`src/rtl/phase_readout_ctrl_if.sv`:
```
// FIFO read port and SPI serializer handshake of the phase readout controller.
// master: controller side; slave: FIFO / serializer side.
interface phase_readout_ctrl_if #(
    parameter int unsigned DATA_WIDTH = 16
);
    logic                  fifo_empty;
    logic                  fifo_rd_en;
    logic [DATA_WIDTH-1:0] fifo_data;
    logic                  spi_go;
    logic [DATA_WIDTH-1:0] spi_data;
    logic                  spi_ss_n;

    modport master (
        input  fifo_empty,
        input  fifo_data,
        input  spi_ss_n,
        output fifo_rd_en,
        output spi_go,
        output spi_data
    );

    modport slave (
        output fifo_empty,
        output fifo_data,
        output spi_ss_n,
        input  fifo_rd_en,
        input  spi_go,
        input  spi_data
    );
endinterface

```
`src/rtl/phase_readout_ctrl.sv`:
```
// Phase readout controller: pops FIFO words and hands them to an SPI serializer,
// one frame at a time. Optional macro PHASE_READOUT_SEQ_TAG_EN tags frames with a sequence nibble.
module phase_readout_ctrl #(
    parameter int unsigned DATA_WIDTH    = 16,
    parameter int unsigned READ_LATENCY  = 2,
    parameter int unsigned GAP_CYCLES    = 4,
    parameter int unsigned START_TIMEOUT = 8
) (
    input  logic                 clk,
    input  logic                 rst,
    input  logic                 enable,
    phase_readout_ctrl_if.master bus,
    output logic                 busy,
    output logic [15:0]          frame_count,
    output logic                 timeout_err
);
    localparam int unsigned CNT_W     = 16;
    localparam int unsigned WAIT_LAST = (READ_LATENCY > 1) ? READ_LATENCY - 2 : 0;
    localparam int unsigned GAP_LAST  = (GAP_CYCLES > 1) ? GAP_CYCLES - 1 : 0;
    localparam int unsigned TMO_LAST  = (START_TIMEOUT > 1) ? START_TIMEOUT - 1 : 1;

    typedef enum logic [2:0] {
        IDLE,
        READ,
        WAIT_DATA,
        LOAD,
        WAIT_START,
        WAIT_DONE,
        GAP
    } state_t;

    state_t                state, state_nxt;
    logic [CNT_W-1:0]      cnt, cnt_nxt;
    logic                  capture, tmo_set, frame_done;
    logic                  rd_en_q, go_q;
    logic [DATA_WIDTH-1:0] spi_data_q;
    logic [DATA_WIDTH-1:0] load_word;

`ifdef PHASE_READOUT_SEQ_TAG_EN
    logic unused_tag_hi;
    assign unused_tag_hi = ^bus.fifo_data[DATA_WIDTH-1:DATA_WIDTH-4];
    assign load_word     = {frame_count[3:0], bus.fifo_data[DATA_WIDTH-5:0]};
`else
    assign load_word     = bus.fifo_data;
`endif

    // State and shared cycle counter
    always_ff @(posedge clk) begin
        if (rst) begin
            state <= IDLE;
            cnt   <= '0;
        end else begin
            state <= state_nxt;
            cnt   <= cnt_nxt;
        end
    end

    // Next state; the start timer is preloaded in LOAD so the flag rises START_TIMEOUT cycles after spi_go
    always_comb begin
        state_nxt  = state;
        cnt_nxt    = cnt;
        capture    = 1'b0;
        tmo_set    = 1'b0;
        frame_done = 1'b0;
        case (state)
            IDLE: begin
                if (enable && !bus.fifo_empty) state_nxt = READ;
            end
            READ: begin
                cnt_nxt   = '0;
                state_nxt = (READ_LATENCY > 1) ? WAIT_DATA : LOAD;
            end
            WAIT_DATA: begin
                if (cnt >= CNT_W'(WAIT_LAST)) state_nxt = LOAD;
                else                          cnt_nxt   = cnt + CNT_W'(1);
            end
            LOAD: begin
                capture   = 1'b1;
                cnt_nxt   = CNT_W'(1);
                state_nxt = WAIT_START;
            end
            WAIT_START: begin
                if (!bus.spi_ss_n) begin
                    state_nxt = WAIT_DONE;
                end else if (cnt >= CNT_W'(TMO_LAST)) begin
                    tmo_set   = 1'b1;
                    cnt_nxt   = '0;
                    state_nxt = GAP;
                end else begin
                    cnt_nxt = cnt + CNT_W'(1);
                end
            end
            WAIT_DONE: begin
                if (bus.spi_ss_n) begin
                    frame_done = 1'b1;
                    cnt_nxt    = '0;
                    state_nxt  = GAP;
                end
            end
            GAP: begin
                if (cnt >= CNT_W'(GAP_LAST)) state_nxt = IDLE;
                else                         cnt_nxt   = cnt + CNT_W'(1);
            end
            default: state_nxt = IDLE;
        endcase
    end

    // Registered outputs, aligned with the state they belong to
    always_ff @(posedge clk) begin
        if (rst) begin
            rd_en_q     <= 1'b0;
            go_q        <= 1'b0;
            busy        <= 1'b0;
            spi_data_q  <= '0;
            frame_count <= 16'h0000;
            timeout_err <= 1'b0;
        end else begin
            rd_en_q <= (state_nxt == READ);
            go_q    <= (state_nxt == LOAD);
            busy    <= (state_nxt != IDLE);
            if (capture)    spi_data_q  <= load_word;
            if (frame_done) frame_count <= frame_count + 16'd1;
            if (tmo_set)    timeout_err <= 1'b1;
        end
    end

    assign bus.fifo_rd_en = rd_en_q;
    assign bus.spi_go     = go_q;
    assign bus.spi_data   = spi_data_q;
endmodule

```
`src/flat_wrapper.sv`:
```
// flat-port wrapper written by rule: the top's interface ports become plain ports
module phase_readout_ctrl_flat 
#(
    parameter int unsigned DATA_WIDTH    = 16,
    parameter int unsigned READ_LATENCY  = 2,
    parameter int unsigned GAP_CYCLES    = 4,
    parameter int unsigned START_TIMEOUT = 8
)
  (clk, rst, enable, busy, frame_count, timeout_err, bus_fifo_empty, bus_fifo_data, bus_spi_ss_n, bus_fifo_rd_en, bus_spi_go, bus_spi_data);
  phase_readout_ctrl_if #(.DATA_WIDTH(DATA_WIDTH)) bus_i ();
  input  logic clk;
  input  logic rst;
  input  logic enable;
  output logic busy;
  output logic [15:0] frame_count;
  output logic timeout_err;
  input wire logic [$bits(bus_i.fifo_empty)-1:0] bus_fifo_empty;
  input wire logic [$bits(bus_i.fifo_data)-1:0] bus_fifo_data;
  input wire logic [$bits(bus_i.spi_ss_n)-1:0] bus_spi_ss_n;
  output wire logic [$bits(bus_i.fifo_rd_en)-1:0] bus_fifo_rd_en;
  output wire logic [$bits(bus_i.spi_go)-1:0] bus_spi_go;
  output wire logic [$bits(bus_i.spi_data)-1:0] bus_spi_data;
  assign bus_i.fifo_empty = bus_fifo_empty;
  assign bus_i.fifo_data = bus_fifo_data;
  assign bus_i.spi_ss_n = bus_spi_ss_n;
  assign bus_fifo_rd_en = bus_i.fifo_rd_en;
  assign bus_spi_go = bus_i.spi_go;
  assign bus_spi_data = bus_i.spi_data;
  phase_readout_ctrl #(.DATA_WIDTH(DATA_WIDTH), .READ_LATENCY(READ_LATENCY), .GAP_CYCLES(GAP_CYCLES), .START_TIMEOUT(START_TIMEOUT)) u_core (.clk(clk), .rst(rst), .enable(enable), .bus(bus_i), .busy(busy), .frame_count(frame_count), .timeout_err(timeout_err));
endmodule
```
`config.mk`:
```
export PLATFORM = sky130hd
export DESIGN_NAME = phase_readout_ctrl_flat
export DESIGN_NICKNAME = d
export VERILOG_FILES = /design/src/rtl/phase_readout_ctrl_if.sv /design/src/rtl/phase_readout_ctrl.sv /design/src/flat_wrapper.sv
export SDC_FILE = /design/constraint.sdc
export NUM_CORES = 1
export LEC_CHECK = 0
export CORE_UTILIZATION = 52
export DETAILED_ROUTE_END_ITERATION = 6
export PLACE_DENSITY = 0.84
export SLEW_MARGIN = 20
export SYNTH_ARGS = -nofsm -noshare
export SYNTH_HDL_FRONTEND = slang
export SYNTH_SLANG_ARGS = --single-unit
```
`constraint.sdc`:
```
create_clock -name clk -period 4.2 [get_ports clk]
set_input_delay 0.84 -clock clk [delete_from_list [all_inputs] [get_ports clk]]
set_output_delay 0.84 -clock clk [all_outputs]
set_load 0.02 [all_outputs]
```
==> metrics.txt, run 1 <==
status complete, no violations; reg-to-reg slack, setup between 2 and 2.5 ns; Post-CTS Setup Bufs 0; cells along the critical path clkdlybuf4s50_1, and4b_1, nand4_2, nor3_1, xnor2_1, nor2_1; Required @ worst endpoint roughly 4.4 ns; IO buf count 56; Inserted Clock Buffers 5; io pins between 50 and 60; RePlAce Congestion 0.768; Worst Tran Pin Value between 0.8 and 0.9 ns; commonest non-fill, non-tap cell in the layout clkdlybuf4s50_1; largest net degree at the start of global routing 23; Longest Clk Path Bufs 2; final net count 333; die area ~4700 um2; core outline area between 4000 and 5000 um2; pwr dens around 340 nW/um2; commonest cells after routing, fill and taps aside 56 x clkdlybuf4s50_1, 55 x dfxtp_1, 41 x nand2_1; Slew Viols, Final 0; critical path capture point type flip-flop; first-iteration detailed-routing DRC count 84; maximum vdd drop ~0.00022 V; Final ANT Viol Nets 0; cells after synthesis ~260; clk root buf clkbuf_8; Post-Route WL 4780 um; MaxCap Viol Count 0; endpoints failing setup 0; Synth Net Count 280; CTS tree built; RR Startpoint u_core.cnt[0]$_SDFFE_PP0P_; Via Count 1917; Worst setup SP type input port; initial antenna violation count 0; layout cell share with drive strength beyond 1 0.0707; Worst path max stage delay between 0.5 and 0.6 ns; Final Hold Viols 0; Layout area overhead 31.3%; RR Endpoint u_core.cnt[0]$_SDFFE_PP0P_; Main synth FF type dfxtp_1; first-pass GRT wire length about 7700 um; Tcrit/Tclk final 0.551; Overflow after GRT 0; HPWL after DPL about 3300 um; Die Wd between 60 and 70 um; DRT Pass-1 Iters 4; routed len/inst around 13 um; Min-Delay Path Class reg -> reg; Worst Path Max Fanout 7; Slowest-stage cell, CP clkdlybuf4s50_1; Fin Setup TNS 0 ns; CP Launch Point bus_spi_ss_n; number of global-route vias before repair 1736; CTS resizes 0; GR Util All Layers 0.224; via-per-instance ratio roughly 5.3; row count 23; syn_area_per_cell 8.89 um2; Worst-Skew Late Latency 0.32 ns; CP Class in -> reg; FMAX ~430 MHz; synthesized flop and latch total 55; unrepaired setup endpoints after global routing no; WP data arrival ~2.5 ns; Final Skew about 0.0086 ns; YS warnings 0; Sink Count 55; initial core utilization 0.555; H-tree depth 2; Hold Startpoint u_core.bus.spi_data[13]$_SDFFE_PP0P_; clock slew at reported path FFs around 0.10 ns; ys async rst share 0; Critical Path End u_core.frame_count[14]$_SDFFE_PP0P_; Antenna Cells 0; hold_buf cts 0; Slew HR 0.439; post-synthesis cell area 2290 um2; drt drc 0; die height a little under 70 um; Distinct cells, synth 40; number of synthesized flops with an enable pin 0; post-route minimum period 2.31 ns; Pleak around 1.1 nW; R2R depth 6; worst hold margin between 0.4 and 0.5 ns; register area share after synthesis 0.482
==> cell usage after synthesis, drive strengths merged (2+ instances only) <==
cell type / number / area (um2)
nor2: 30 / 113
o21ai: 4 / 31.3
and4b: 2 / 20.0
nor4: 5 / 80.1
nor3: 8 / 40.0
clkbuf: 6 / 22.5
buf: 5 / 27.5
nor2b: 4 / 25.0
or3: 3 / 18.8
xnor2: 10 / 87.6
a21oi: 25 / 125
dfxtp: 55 / 1100
inv: 9 / 33.8
a41oi: 3 / 26.3
mux2i: 2 / 20.0
and2: 9 / 56.3
ha: 2 / 25.0
a211oi: 2 / 15.0
o211ai: 3 / 27.5
and4: 2 / 17.5
nand4: 7 / 71.3
nand2: 41 / 154
nand3: 7 / 35.0
xor2: 3 / 26.3
==> state kept, by name, indices dropped and copies added (netlist names) <==
register               flops
u_core.bus.spi_data       16
u_core.cnt                16
u_core.frame_count        16
u_core.state               3
u_core.bus.fifo_rd_en      1
u_core.bus.spi_go          1
u_core.busy                1
u_core.timeout_err         1
==> worst min path at each step <==
| stage | to | cells after the start |
|---|---|---|
| floorplan | u_core.cnt[7]$_SDFFE_PP0P_ | 2 |
| global placement | u_core.bus.spi_data[6]$_SDFFE_PP0P_ | 2 |
| detailed placement | u_core.bus.spi_data[13]$_SDFFE_PP0P_ | 2 |
| CTS | u_core.bus.spi_data[13]$_SDFFE_PP0P_ | 2 |
| global route | u_core.bus.spi_data[0]$_SDFFE_PP0P_ | 2 |
| finish | u_core.bus.spi_data[13]$_SDFFE_PP0P_ | 2 |
==> area by class of cell <==
cell class,instances,area [um2]
multi-input combinational,182,1100
tap,50,62.6
inverter,9,33.8
sequential,55,1100
timing repair buffer,57,568
clock inverter,2,60.1
fill,322,1110
clock buffer,6,72.6
==> per-stage QoR <==
stage | worst slack (ns) | cells | power (mW) | cell area (um2) | utilization
2_1_floorplan | 2.30 | 257 | 0.589 | 2290 | -
3_3_place_gp | 1.58 | 353 | 0.622 | 2870 | 0.697
3_5_place_dp | 1.54 | 353 | 0.623 | 2870 | 0.697
4_1_cts | 1.86 | 361 | 1.02 | 3000 | 0.729
5_1_grt | 1.75 | 361 | 1.05 | 3000 | 0.729
6_report | 1.89 | 361 | 1.02 | 3000 | 0.729
==> cells by family after synthesis <==
family | count (synthesis) | synth area share
simple gates | 121 | 0.284
mux | 2 | 0.00876
fa+ha+maj | 2 | 0.0109
compound gates | 44 | 0.128
flops | 55 | 0.482
xor+xnor | 13 | 0.0498
buf+inv | 20 | 0.0367
==> power by group <==
part | internal, mW | leakage (nW) | switching, mW
Sequential | 0.529 | 0.444 | 0.00842
Clock | 0.238 | 0.0654 | 0.171
Combinational | 0.0387 | 0.561 | 0.0367
==> layer usage <==
layer	GRT usage	part of all wire
met5	0	0
met4	0.0703	0.013
met3	0.0917	0.071
met2	0.362	0.44
met1	0.270	0.47
==> critical path, delay by kind of cell <==
family / cells / cell delay [ns]
and+or+nand+nor: 4 / 1.01
xor gates and xnor gates: 1 / 0.15
buffers and inverters: 1 / 0.52
Note: power is estimated with default switching activity, not from simulation.
==> run 2: changes to the inputs <==
CORE_UTILIZATION = 44   (was 52)
PLACE_DENSITY = 0.76   (was 0.84)
clock period = 1.97 ns   (was 4.2 ns; I/O delays follow)
==> metrics.txt, run 2 (same netlist as run 1, synthesis figures left out) <==
status complete, no violations; met1 Resource Use GR 0.250 (-0.0206); Hold Startpoint u_core.bus.spi_data[4]$_SDFFE_PP0P_; Overflow after GRT 0 (unchanged); Worst Tran Pin Value 0.352 ns (-0.487 ns); Pleak 1.12 nW (+4.8%); Longest Clk Path Bufs 2 (unchanged); first-iteration detailed-routing DRC count 139 (+65%); first-pass GRT wire length 8270 um (+7.4%); reg-to-reg slack, setup 0.18 ns (-2.05 ns); Worst setup SP type flip-flop; Sink Count 55 (unchanged); io pins 57 (unchanged); largest net degree at the start of global routing 32 (+39%); unrepaired setup endpoints after global routing no; met2 usage 0.321 (-0.0403); Placed Instances 383 (+8.5%); Worst path max stage delay 0.64 ns (+0.12 ns); Comb pwr share 0.096 (+0.022); Antenna Cells 0 (unchanged); Critical path buffers and inverters 1 (unchanged); Required @ worst endpoint 1.58 ns (-2.83 ns); Min-Delay Path Class reg -> reg; CTS tree built; initial antenna violation count 0 (unchanged); initial core utilization 0.471 (-0.0840); Inserted Clock Buffers 5 (unchanged); Via Count 1950 (+1.7%); Slew HR 0.758 (+0.320); row count 25 (+8.7%); routed len/inst 12.8 um (-3.3%); R2R depth 7 (+1); die area 5490 um2 (+18%); Tcrit/Tclk final 0.911; Final ANT Viol Nets 0 (unchanged); Most Crowded Layer GR met2; Slowest-stage cell, CP clkdlybuf4s50_1; die height 74.1 um (+8.5%); NetSw 0.476 mW (+120%); Finished Layout Cells 393 (+8.9%); RR Startpoint u_core.cnt[0]$_SDFFE_PP0P_; layout cell share with drive strength beyond 1 0.120 (+0.0489); endpoints failing setup 0 (unchanged); commonest non-fill, non-tap cell in the layout clkdlybuf4s50_1; WHS Endpoint u_core.bus.spi_data[4]$_SDFFE_PP0P_; Internal Power 1.48 mW (+84%); Layout area overhead 35.6%; met3 Usage GRT 0.0623 (-0.0293); switch share 0.243 (+0.0311); worst hold margin 0.458 ns (+0.000923 ns); clock network power share 0.322 (-0.079); register share of total power 0.582 (+0.056); hold depth 2 (unchanged); maximum vdd drop 0.000499 V (+130%); FMAX about 560 MHz; Post-Route WL 5030 um (+5.2%); GR Util All Layers 0.196 (-0.0284); HPWL after DPL 3630 um (+9.5%); Worst Path Max Fanout 4 (-3); Die Wd 74.1 um (+8.5%); Final Hold Viols 0 (unchanged); CP Class reg -> out; cells along the critical path clkdlybuf4s50_1; hold_buf cts 0 (unchanged); drt drc 0 (unchanged); clock slew at reported path FFs 0.11 ns (about the same); via-per-instance ratio 4.96 (-6.6%); final net count 348 (+4.5%); IO buf count 56 (unchanged); Final Skew 0.0127 ns (+0.00406 ns); number of global-route vias before repair 1857 (+7.0%); DRT Pass-1 Iters 4 (unchanged); RePlAce Congestion 0.779 (+1.4%); H-tree depth 2 (unchanged); post-route minimum period around 1.8 ns; RR Endpoint u_core.cnt[9]$_SDFFE_PP0P_; core outline area 4850 um2 (+18%); clk root buf clkbuf_8; pwr dens 632 nW/um2 (+86%); Worst-Skew Late Latency 0.31 ns (about the same); WP data arrival 1.40 ns (-1.13 ns); CP top delay family buffers and inverters; commonest cells after routing, fill and taps aside 56 x clkdlybuf4s50_1, 54 x dfxtp_1, 41 x nand2_1; critical path capture point type output pin; MaxCap Viol Count 0 (unchanged); Slew Viols, Final 0 (unchanged)
-- run 2: cell count changes in the layout (fill, tap and decap cells not counted), sizes merged --
cell      change
inv           +1
bufinv        -2
clkbuf        -1
clkinvlp      +2
buf          +15
-- run 2: per-stage QoR --
stage	utilization	total power [mW]	TNS [ns]	area [um2]	setup WS [ns]
6_report	0.639	1.96	0	3100	0.175
5_1_grt	0.639	2.05	0	3100	0.0236
4_1_cts	0.635	1.98	0	3080	0.0517
3_5_place_dp	0.616	1.35	-0.868	2990	-0.131
3_3_place_gp	0.616	1.35	-0.131	2990	-0.0427
2_1_floorplan	-	1.26	0	2290	0.353
-- run 2: worst max-delay path by stage --
stage	startpoint	to	slack, ns	depth (start not counted)
floorplan	u_core.cnt[0]$_SDFFE_PP0P_	u_core.cnt[0]$_SDFFE_PP0P_	0.35	6
finish	u_core.frame_count[0]$_SDFFE_PP0P_	frame_count[0]	0.18	1
detailed placement	bus_spi_ss_n	u_core.frame_count[15]$_SDFFE_PP0P_	-0.13	6
global route	u_core.cnt[0]$_SDFFE_PP0P_	u_core.cnt[3]$_SDFFE_PP0P_	0.02	7
global placement	bus_spi_ss_n	u_core.frame_count[15]$_SDFFE_PP0P_	-0.04	6
CTS	u_core.cnt[0]$_SDFFE_PP0P_	u_core.cnt[0]$_SDFFE_PP0P_	0.05	6
-- run 2: area by class of cell --
type | instances | area [um2]
Clock inverter | 3 | 23.8
Timing Repair Buffer | 72 | 681
Multi-Input combinational cell | 182 | 1110
Tap cell | 67 | 83.8
Inverter | 9 | 33.8
Fill cell | 440 | 1750
Clock buffer | 5 | 68.8
Sequential cell | 55 | 1100
-- run 2: metal layers --
| layer | vias up | part of all wire |
|---|---|---|
| met5 | - | 0 |
| met2 | 50 | 0.46 |
| met3 | 2 | 0.057 |
| li1 | 1014 | - |
| met1 | 884 | 0.48 |
| met4 | 0 | 0.0044 |
-- run 2: repair_timing --
item / 4_1_cts / 5_1_grt
resized for setup: 0 / 2
endpoints found under the hold margin: 0 / 0
setup buffers: 0 / 2
setup endpoints to repair: 0 / 8
-- run 2: power groups by stage --
stage                     clock (mW)  combinational, mW  sequential (mW)
after floorplan                    0             0.0818             1.17
after global placement             0              0.183             1.17
after detailed placement           0              0.187             1.17
after CTS                      0.651              0.188             1.14
after global routing           0.700              0.205             1.14
final                          0.630              0.188             1.14
